`src/rtl/mem_port_arbiter_pkg.sv`:
```
`default_nettype none
// ============================================================================
// Module      : mem_port_arbiter_pkg
// Description : Shared constants for the two-master memory port arbiter:
//               FSM state encoding, master index constants and a small
//               index-to-one-hot helper.
// Revision    : 1.0 - initial release
// ============================================================================
package mem_port_arbiter_pkg;

  // FSM state encoding
  localparam logic [1:0] IDLE      = 2'd0;
  localparam logic [1:0] BUSY      = 2'd1;
  localparam logic [1:0] WAIT_DATA = 2'd2;

  // Master indices: 0 = test controller, 1 = host/debug loader
  localparam logic M_TEST = 1'b0;
  localparam logic M_HOST = 1'b1;

  // Convert a master index into its one-hot grant vector
  function automatic logic [1:0] onehot2(input logic idx);
    return idx ? 2'b10 : 2'b01;
  endfunction

endpackage
`default_nettype wire

```
`src/rtl/mem_port_arbiter_if.sv`:
```
`default_nettype none
// ============================================================================
// Module      : mem_port_arbiter_if
// Description : SRAM-style memory port bundle (address/byteenable/read/
//               write/writedata/readdata/readdataready/waitrequest).
//               modport master : the side issuing commands
//               modport slave  : the side accepting commands
// Revision    : 1.0 - initial release
// ============================================================================
interface mem_port_arbiter_if #(
  parameter int ADDR_WIDTH = 20,
  parameter int DATA_WIDTH = 16
);
  localparam int BE_WIDTH = DATA_WIDTH / 8;

  logic [ADDR_WIDTH-1:0] address;
  logic [BE_WIDTH-1:0]   byteenable;
  logic                  read;
  logic                  write;
  logic [DATA_WIDTH-1:0] writedata;
  logic [DATA_WIDTH-1:0] readdata;
  logic                  readdataready;
  logic                  waitrequest;

  modport master (
    output address, byteenable, read, write, writedata,
    input  readdata, readdataready, waitrequest
  );

  modport slave (
    input  address, byteenable, read, write, writedata,
    output readdata, readdataready, waitrequest
  );

endinterface
`default_nettype wire

```
`src/rtl/mem_port_arbiter_rr_pick2.sv`:
```
`default_nettype none
// ============================================================================
// Module      : mem_port_arbiter_rr_pick2
// Description : Combinational two-way round-robin selector.
//   req[1:0] in  : request per master
//   last     in  : index of the master that was granted most recently
//   winner   out : index of the selected master (valid only when valid=1)
//   valid    out : at least one master is requesting
// Revision    : 1.0 - initial release
// ============================================================================
module mem_port_arbiter_rr_pick2 (
  input  logic [1:0] req,
  input  logic       last,
  output logic       winner,
  output logic       valid
);

  assign valid = |req;
  // On a tie the master that did not go last wins; otherwise the sole requester.
  assign winner = (&req) ? ~last : req[1];

endmodule
`default_nettype wire

```
`src/rtl/mem_port_arbiter.sv`:
```
`default_nettype none
// ============================================================================
// Module      : mem_port_arbiter
// Description : Two-master, one-slave arbiter for the external SRAM-style
//               memory port. Round-robin between masters with a bounded
//               write-burst hold, at most one read outstanding and a
//               sticky read-timeout flag.
// Ports:
//   clock       in  : system clock
//   reset_n     in  : asynchronous active-low reset
//   m0          slave modport  : master 0 (test controller)
//   m1          slave modport  : master 1 (host/debug loader)
//   s           master modport : memory side
//   grant       out : one-hot current owner, 00 when idle
//   timeout_err out : sticky read-timeout flag, cleared only by reset
// Revision    : 1.0 - initial release
// ============================================================================
module mem_port_arbiter
  import mem_port_arbiter_pkg::*;
#(
  parameter int ADDR_WIDTH = 20,
  parameter int DATA_WIDTH = 16,
  parameter int BE_WIDTH   = DATA_WIDTH / 8,
  parameter int HOLD_MAX   = 8,
  parameter int WAIT_WIDTH = 16
) (
  input  logic                 clock,
  input  logic                 reset_n,
  mem_port_arbiter_if.slave    m0,
  mem_port_arbiter_if.slave    m1,
  mem_port_arbiter_if.master   s,
  output logic [1:0]           grant,
  output logic                 timeout_err
);

  localparam int HOLD_WIDTH = (HOLD_MAX > 1) ? $clog2(HOLD_MAX) : 1;
  localparam logic [HOLD_WIDTH-1:0] HOLD_LAST = HOLD_WIDTH'(HOLD_MAX - 1);

  logic [1:0]            state;
  logic                  owner;     // meaningful in BUSY and WAIT_DATA only
  logic                  last;
  logic [HOLD_WIDTH-1:0] hold_cnt;
  logic [WAIT_WIDTH-1:0] wait_cnt;

  logic [1:0]            rd;
  logic [1:0]            wr;
  logic [1:0]            req;
  logic                  pick_winner;
  logic                  pick_valid;

  logic [ADDR_WIDTH-1:0] addr_sel;
  logic [BE_WIDTH-1:0]   be_sel;
  logic [DATA_WIDTH-1:0] wdata_sel;
  logic                  owner_rd;
  logic                  owner_wr;
  logic                  owner_req;
  logic                  other_req;
  logic                  busy;
  logic                  waiting;
  logic                  rd_accept;
  logic                  wr_accept;

  assign rd  = {m1.read,  m0.read};
  assign wr  = {m1.write, m0.write};
  assign req = rd | wr;

  mem_port_arbiter_rr_pick2 u_rr_pick2 (
    .req    (req),
    .last   (last),
    .winner (pick_winner),
    .valid  (pick_valid)
  );

  // Command path is a plain mux on the owner; the strobes are gated by state.
  always_comb begin
    addr_sel  = (owner == M_HOST) ? m1.address    : m0.address;
    be_sel    = (owner == M_HOST) ? m1.byteenable : m0.byteenable;
    wdata_sel = (owner == M_HOST) ? m1.writedata  : m0.writedata;
  end

  assign busy      = (state == BUSY);
  assign waiting   = (state == WAIT_DATA);
  assign owner_rd  = rd[owner];
  // A master asserting both read and write is treated as reading.
  assign owner_wr  = wr[owner] & ~rd[owner];
  assign owner_req = req[owner];
  assign other_req = req[~owner];

  assign s.address    = addr_sel;
  assign s.byteenable = be_sel;
  assign s.writedata  = wdata_sel;
  assign s.read       = busy & owner_rd;
  assign s.write      = busy & owner_wr;

  assign rd_accept = busy & owner_rd & ~s.waitrequest;
  assign wr_accept = busy & owner_wr & ~s.waitrequest;

  assign grant = (state == IDLE) ? 2'b00 : onehot2(owner);

  // Only the BUSY owner sees the memory's stall; everyone else is held off
  // for as long as it requests.
  assign m0.waitrequest = (busy && owner == M_TEST) ? s.waitrequest : req[0];
  assign m1.waitrequest = (busy && owner == M_HOST) ? s.waitrequest : req[1];

  // Read data is only routed while a read is actually outstanding, so late
  // responses in IDLE/BUSY are dropped.
  assign m0.readdataready = waiting && (owner == M_TEST) && s.readdataready;
  assign m1.readdataready = waiting && (owner == M_HOST) && s.readdataready;
  assign m0.readdata      = s.readdata;
  assign m1.readdata      = s.readdata;

  always_ff @(posedge clock or negedge reset_n) begin
    if (!reset_n) begin
      state       <= IDLE;
      owner       <= M_TEST;
      last        <= M_HOST;
      hold_cnt    <= '0;
      wait_cnt    <= '0;
      timeout_err <= 1'b0;
    end else begin
      case (state)
        IDLE: begin
          if (pick_valid) begin
            state    <= BUSY;
            owner    <= pick_winner;
            last     <= pick_winner;
            hold_cnt <= '0;
          end
        end
        BUSY: begin
          if (!owner_req) begin
            state <= IDLE;
          end else if (rd_accept) begin
            state    <= WAIT_DATA;
            wait_cnt <= '0;
          end else if (wr_accept) begin
            // Burst limit reached: yield only if the other master waits,
            // otherwise stay saturated and keep the grant.
            if (hold_cnt == HOLD_LAST) begin
              if (other_req) begin
                state <= IDLE;
              end
            end else begin
              hold_cnt <= hold_cnt + 1'b1;
            end
          end
        end
        WAIT_DATA: begin
          wait_cnt <= wait_cnt + 1'b1;
          if (s.readdataready) begin
            state <= IDLE;
          end else if (&wait_cnt) begin
            timeout_err <= 1'b1;
            state       <= IDLE;
          end
        end
        default: begin
          state <= IDLE;
        end
      endcase
    end
  end

endmodule
`default_nettype wire

```
`src/flat_wrapper.sv`:
```
// flat-port wrapper written by rule: the top's interface ports become plain ports
module mem_port_arbiter_flat import mem_port_arbiter_pkg::*;
#(
  parameter int ADDR_WIDTH = 20,
  parameter int DATA_WIDTH = 16,
  parameter int BE_WIDTH   = DATA_WIDTH / 8,
  parameter int HOLD_MAX   = 8,
  parameter int WAIT_WIDTH = 16
)
  (clock, reset_n, grant, timeout_err, m0_address, m0_byteenable, m0_read, m0_write, m0_writedata, m0_readdata, m0_readdataready, m0_waitrequest, m1_address, m1_byteenable, m1_read, m1_write, m1_writedata, m1_readdata, m1_readdataready, m1_waitrequest, s_address, s_byteenable, s_read, s_write, s_writedata, s_readdata, s_readdataready, s_waitrequest);
  mem_port_arbiter_if #(.ADDR_WIDTH(ADDR_WIDTH), .DATA_WIDTH(DATA_WIDTH)) m0_i ();
  mem_port_arbiter_if #(.ADDR_WIDTH(ADDR_WIDTH), .DATA_WIDTH(DATA_WIDTH)) m1_i ();
  mem_port_arbiter_if #(.ADDR_WIDTH(ADDR_WIDTH), .DATA_WIDTH(DATA_WIDTH)) s_i ();
  input  logic clock;
  input  logic reset_n;
  output logic [1:0] grant;
  output logic timeout_err;
  input wire logic [$bits(m0_i.address)-1:0] m0_address;
  input wire logic [$bits(m0_i.byteenable)-1:0] m0_byteenable;
  input wire logic [$bits(m0_i.read)-1:0] m0_read;
  input wire logic [$bits(m0_i.write)-1:0] m0_write;
  input wire logic [$bits(m0_i.writedata)-1:0] m0_writedata;
  output wire logic [$bits(m0_i.readdata)-1:0] m0_readdata;
  output wire logic [$bits(m0_i.readdataready)-1:0] m0_readdataready;
  output wire logic [$bits(m0_i.waitrequest)-1:0] m0_waitrequest;
  input wire logic [$bits(m1_i.address)-1:0] m1_address;
  input wire logic [$bits(m1_i.byteenable)-1:0] m1_byteenable;
  input wire logic [$bits(m1_i.read)-1:0] m1_read;
  input wire logic [$bits(m1_i.write)-1:0] m1_write;
  input wire logic [$bits(m1_i.writedata)-1:0] m1_writedata;
  output wire logic [$bits(m1_i.readdata)-1:0] m1_readdata;
  output wire logic [$bits(m1_i.readdataready)-1:0] m1_readdataready;
  output wire logic [$bits(m1_i.waitrequest)-1:0] m1_waitrequest;
  output wire logic [$bits(s_i.address)-1:0] s_address;
  output wire logic [$bits(s_i.byteenable)-1:0] s_byteenable;
  output wire logic [$bits(s_i.read)-1:0] s_read;
  output wire logic [$bits(s_i.write)-1:0] s_write;
  output wire logic [$bits(s_i.writedata)-1:0] s_writedata;
  input wire logic [$bits(s_i.readdata)-1:0] s_readdata;
  input wire logic [$bits(s_i.readdataready)-1:0] s_readdataready;
  input wire logic [$bits(s_i.waitrequest)-1:0] s_waitrequest;
  assign m0_i.address = m0_address;
  assign m0_i.byteenable = m0_byteenable;
  assign m0_i.read = m0_read;
  assign m0_i.write = m0_write;
  assign m0_i.writedata = m0_writedata;
  assign m0_readdata = m0_i.readdata;
  assign m0_readdataready = m0_i.readdataready;
  assign m0_waitrequest = m0_i.waitrequest;
  assign m1_i.address = m1_address;
  assign m1_i.byteenable = m1_byteenable;
  assign m1_i.read = m1_read;
  assign m1_i.write = m1_write;
  assign m1_i.writedata = m1_writedata;
  assign m1_readdata = m1_i.readdata;
  assign m1_readdataready = m1_i.readdataready;
  assign m1_waitrequest = m1_i.waitrequest;
  assign s_address = s_i.address;
  assign s_byteenable = s_i.byteenable;
  assign s_read = s_i.read;
  assign s_write = s_i.write;
  assign s_writedata = s_i.writedata;
  assign s_i.readdata = s_readdata;
  assign s_i.readdataready = s_readdataready;
  assign s_i.waitrequest = s_waitrequest;
  mem_port_arbiter #(.ADDR_WIDTH(ADDR_WIDTH), .DATA_WIDTH(DATA_WIDTH), .BE_WIDTH(BE_WIDTH), .HOLD_MAX(HOLD_MAX), .WAIT_WIDTH(WAIT_WIDTH)) u_core (.clock(clock), .reset_n(reset_n), .m0(m0_i), .m1(m1_i), .s(s_i), .grant(grant), .timeout_err(timeout_err));
endmodule
```
`config.mk`:
```
export PLATFORM = sky130hd
export DESIGN_NAME = mem_port_arbiter_flat
export DESIGN_NICKNAME = d
export VERILOG_FILES = /design/src/rtl/mem_port_arbiter_pkg.sv /design/src/rtl/mem_port_arbiter_if.sv /design/src/rtl/mem_port_arbiter_rr_pick2.sv /design/src/rtl/mem_port_arbiter.sv /design/src/flat_wrapper.sv
export SDC_FILE = /design/constraint.sdc
export NUM_CORES = 1
export LEC_CHECK = 0
export ABC_CLOCK_PERIOD_IN_PS = 1800
export BUFFER_PORTS_ARGS = -buffer_cell sky130_fd_sc_hd__buf_2
export CAP_MARGIN = 25
export CORE_ASPECT_RATIO = 2
export CORE_UTILIZATION = 36
export CTS_CLUSTER_DIAMETER = 150
export DETAILED_ROUTE_END_ITERATION = 8
export GPL_TIMING_DRIVEN = 0
export PLACE_DENSITY = 0.78
export SLEW_MARGIN = 20
export SYNTH_ARGS = -nofsm -noshare
export SYNTH_HDL_FRONTEND = slang
export SYNTH_SLANG_ARGS = --single-unit
```
`constraint.sdc`:
```
create_clock -name clock -period 1.8 [get_ports clock]
set_clock_uncertainty 0.2 [all_clocks]
set_input_delay 0 -clock clock [delete_from_list [all_inputs] [get_ports clock]]
set_output_delay 0 -clock clock [all_outputs]
set_load 0.01 [all_outputs]
```
==> metrics.yaml <==
outcome:
  status: "finished with violations"
  violations: "DRC, hold timing"
placed_design:
  dp_cells: 447
  placed_area_um2: 3054
  gp_congestion: 0.9212
  io_buffers: 162
  dpl.hpwl_um: 6154
  preCtsSetupSlack_ps: -69.03
timing:
  final-hold-violation-count: 1
  rsz0062_at_grt: "yes"
  setup_violations: 0
  fmax_mhz: 562.2
  hold-worst-slack_ps: -1.849
  fin_setup_tns_ps: 0
  setup_ws_ps: 21.16
  timing.final.crit_share_pct: 98.82
  fin_crit_ps: 1779
  maxSlewViolCount: 0
  slew_headroom_pct: 64.13
  tightest_slew_ps: 538.0
logic_synthesis:
  yosys-top-cells-count: "38 x mux2_2, 32 x buf_4, 23 x dfrtp_1, 14 x nor2_1"
  synth_area_per_cell_um2: 9.674
  synth_edf_count: 0
  netlist_area_um2: 2167
  ys_seq_area_share_pct: 27.77
  ys.flop_type: "dfrtp_1"
  synth_cell_type_count: 45
  synth-async-reset-ratio_pct: 100.0
  netlist_instances: 224
  yosys-top-cells-area: "dfrtp_1 27%, mux2_2 20%, buf_4 11%"
  synth_area_leader_cell: "dfrtp_1"
  synth_nets: 327
  synth_top_area_share_pct: 26.56
  ys_seq_elements: 24
  synth.most_common_cell: "mux2_2"
  synth_warnings: 0
floorplanning:
  rows: 39
  die_h_um: 111.7
  dieArea_um2: 6352
  core_um2: 5758
  die_x_um: 56.86
  ios: 179
  start_util_pct: 37.64
critical_path:
  criticalPathCategory: "flop to primary output"
  cp-start-kind: "flop"
  slowest_delay_ps: 370
  crit_family: "buffers and inverters"
  crit_required_ps: 1600
  crit_chain: "buf_6, buf_8, buf_8, mux2_2, buf_2"
  arrival_ps: 1580
  path_max_fanout: 10
  end_kind: "primary output"
  slowest_stage: "mux2_2"
  cp_num_buf_inv: 4
  critPathMostFrequentCell: "buf_8"
detailed_routing:
  ant_nets: 0
  routed_wl_um: 7756
  wire_per_inst_um: 16.43
  vias_per_cell: 5.222
  firstDrtPassIters: 6
  vias: 2465
  drtIter0Drc: 117
  drc_errors: 30
grt:
  antenna_found_initial: 0
  grt_pass1_vias: 2392
  grt-ovfl-total: 0
  grt_max_degree: 25
  grt_use_total_pct: 23.96
  grt_pass1_wl_um: 11560
cells_and_area:
  stdcell_count: 472
  layout-drive-gt1-share_pct: 65.45
  layout.nets: 515
  antenna_cells: 0
  fin_util_pct: 59.71
  area_delta_synth_final_pct: 58.66
  final_area_um2: 3438
power_and_ir_drop:
  finalPower_mw: 3.614
  max-vdd-ir-drop_mv: 0.8344
  leakage_nw: 1.766
  power.density_nw_per_um2: 1051
run:
  drv_cap: 0
cts:
  h-tree-depth: 1
  clk_pin_slew_ps: 70
  insertion_delay_ps: 260
  tritoncts: "yes"
  cts_made_buffers: 3
  cts_root_buffer: "clkbuf_16"
  clk_path_buf_depth: 2
  cts_sinks: 24
min_path:
  min_path_type: "input port to primary output"
-- worst reg2reg max path, delay by kind of cell, from the launching register on --
family | cells | cell delay (ps)
fa+ha+maj | 2 | 370
compound gates | 2 | 420
flops | 1 | 400
mux | 1 | 250
-- report_power, final --
part	switching [mW]	internal [mW]	leakage, nW
logic	1.10	1.10	1.40
clock network	0.202	0.443	0.0511
registers	0.117	0.654	0.317
total	1.42	2.20	1.77
-- flip-flops by register name, summed over array words and instances (netlist names) --
| name | count |
|---|---|
| u_core.last | 1 |
| u_core.wait_cnt | 16 |
| u_core.hold_cnt | 3 |
| u_core.owner | 1 |
| u_core.timeout_err | 1 |
| u_core.state | 2 |
-- worst paths after layout --
kind / slack [ps] / cells after the start / from / end
max: 20 / 5 / u_core.owner / s_address[7]
min: -2 / 2 / s_readdata[12] / m0_readdata[12]
max reg2reg: 40 / 5 / u_core.hold_cnt[0] / u_core.hold_cnt[0]
min in group asynchronous: 60 / 2 / reset_n / u_core.state[0]
max in group asynchronous: 950 / 2 / reset_n / u_core.state[0]
min reg2reg: 260 / 2 / u_core.timeout_err / u_core.timeout_err
-- layout by cell type, fill, tap and decap left out, drive strengths merged, types with 2 or more instances in the layout --
cell and count:
a31oi 4, buf 202, o31ai 5, o311ai 3, a211oi 2, and2b 2
mux2i 5, and4 3, dfrtp 23, nor3 2, nand3 6, o41ai 3
mux2 40, and3 3, clkbuf 4, nand2b 5, o21ai 13, or2 2
o211ai 3, a21oi 10, ha 3, dlygate4sd3 19, nand2 12, inv 6
nand4 4, nor2 14
-- layout make-up --
type	instances	area (um^2)
inverter	6	22.52
sequential	24	603.1
timing repair buffer	183	1021
tap	61	76.32
clock buffer	3	75.07
multi-input combinational	154	1279
clock inverter	1	30.03
fill	489	2320
buffer	40	331.6
-- kinds of logic after synthesis --
kind of cell / Yosys count / synth area share (%)
adder cells (fa/ha/maj): 3 / 1.732
XOR/XNOR: 2 / 0.8085
buffers and inverters: 46 / 14.84
multiplexers: 45 / 23.44
AND/OR/NAND/NOR: 56 / 15.53
AO/OA/AOI/OAI: 48 / 15.88
flip-flops: 24 / 27.77
-- metal layers --
layer	global-route usage (%)	share of wire [%]	wire length [um]
met3	3.833	9.8	762
met5	0	0	0
met1	27.77	38	2946
met2	43.81	51	3943
met4	7.642	1.3	104
-- timing repair --
action	CTS	global route
pin swaps	0	1
setup endpoints to repair	18	14
cloned	0	0
buffers inserted	0	1
resized for setup	9	13
hold buffers	21	0
hold endpoints to repair	58	0
(Power assumes the default switching activity.)
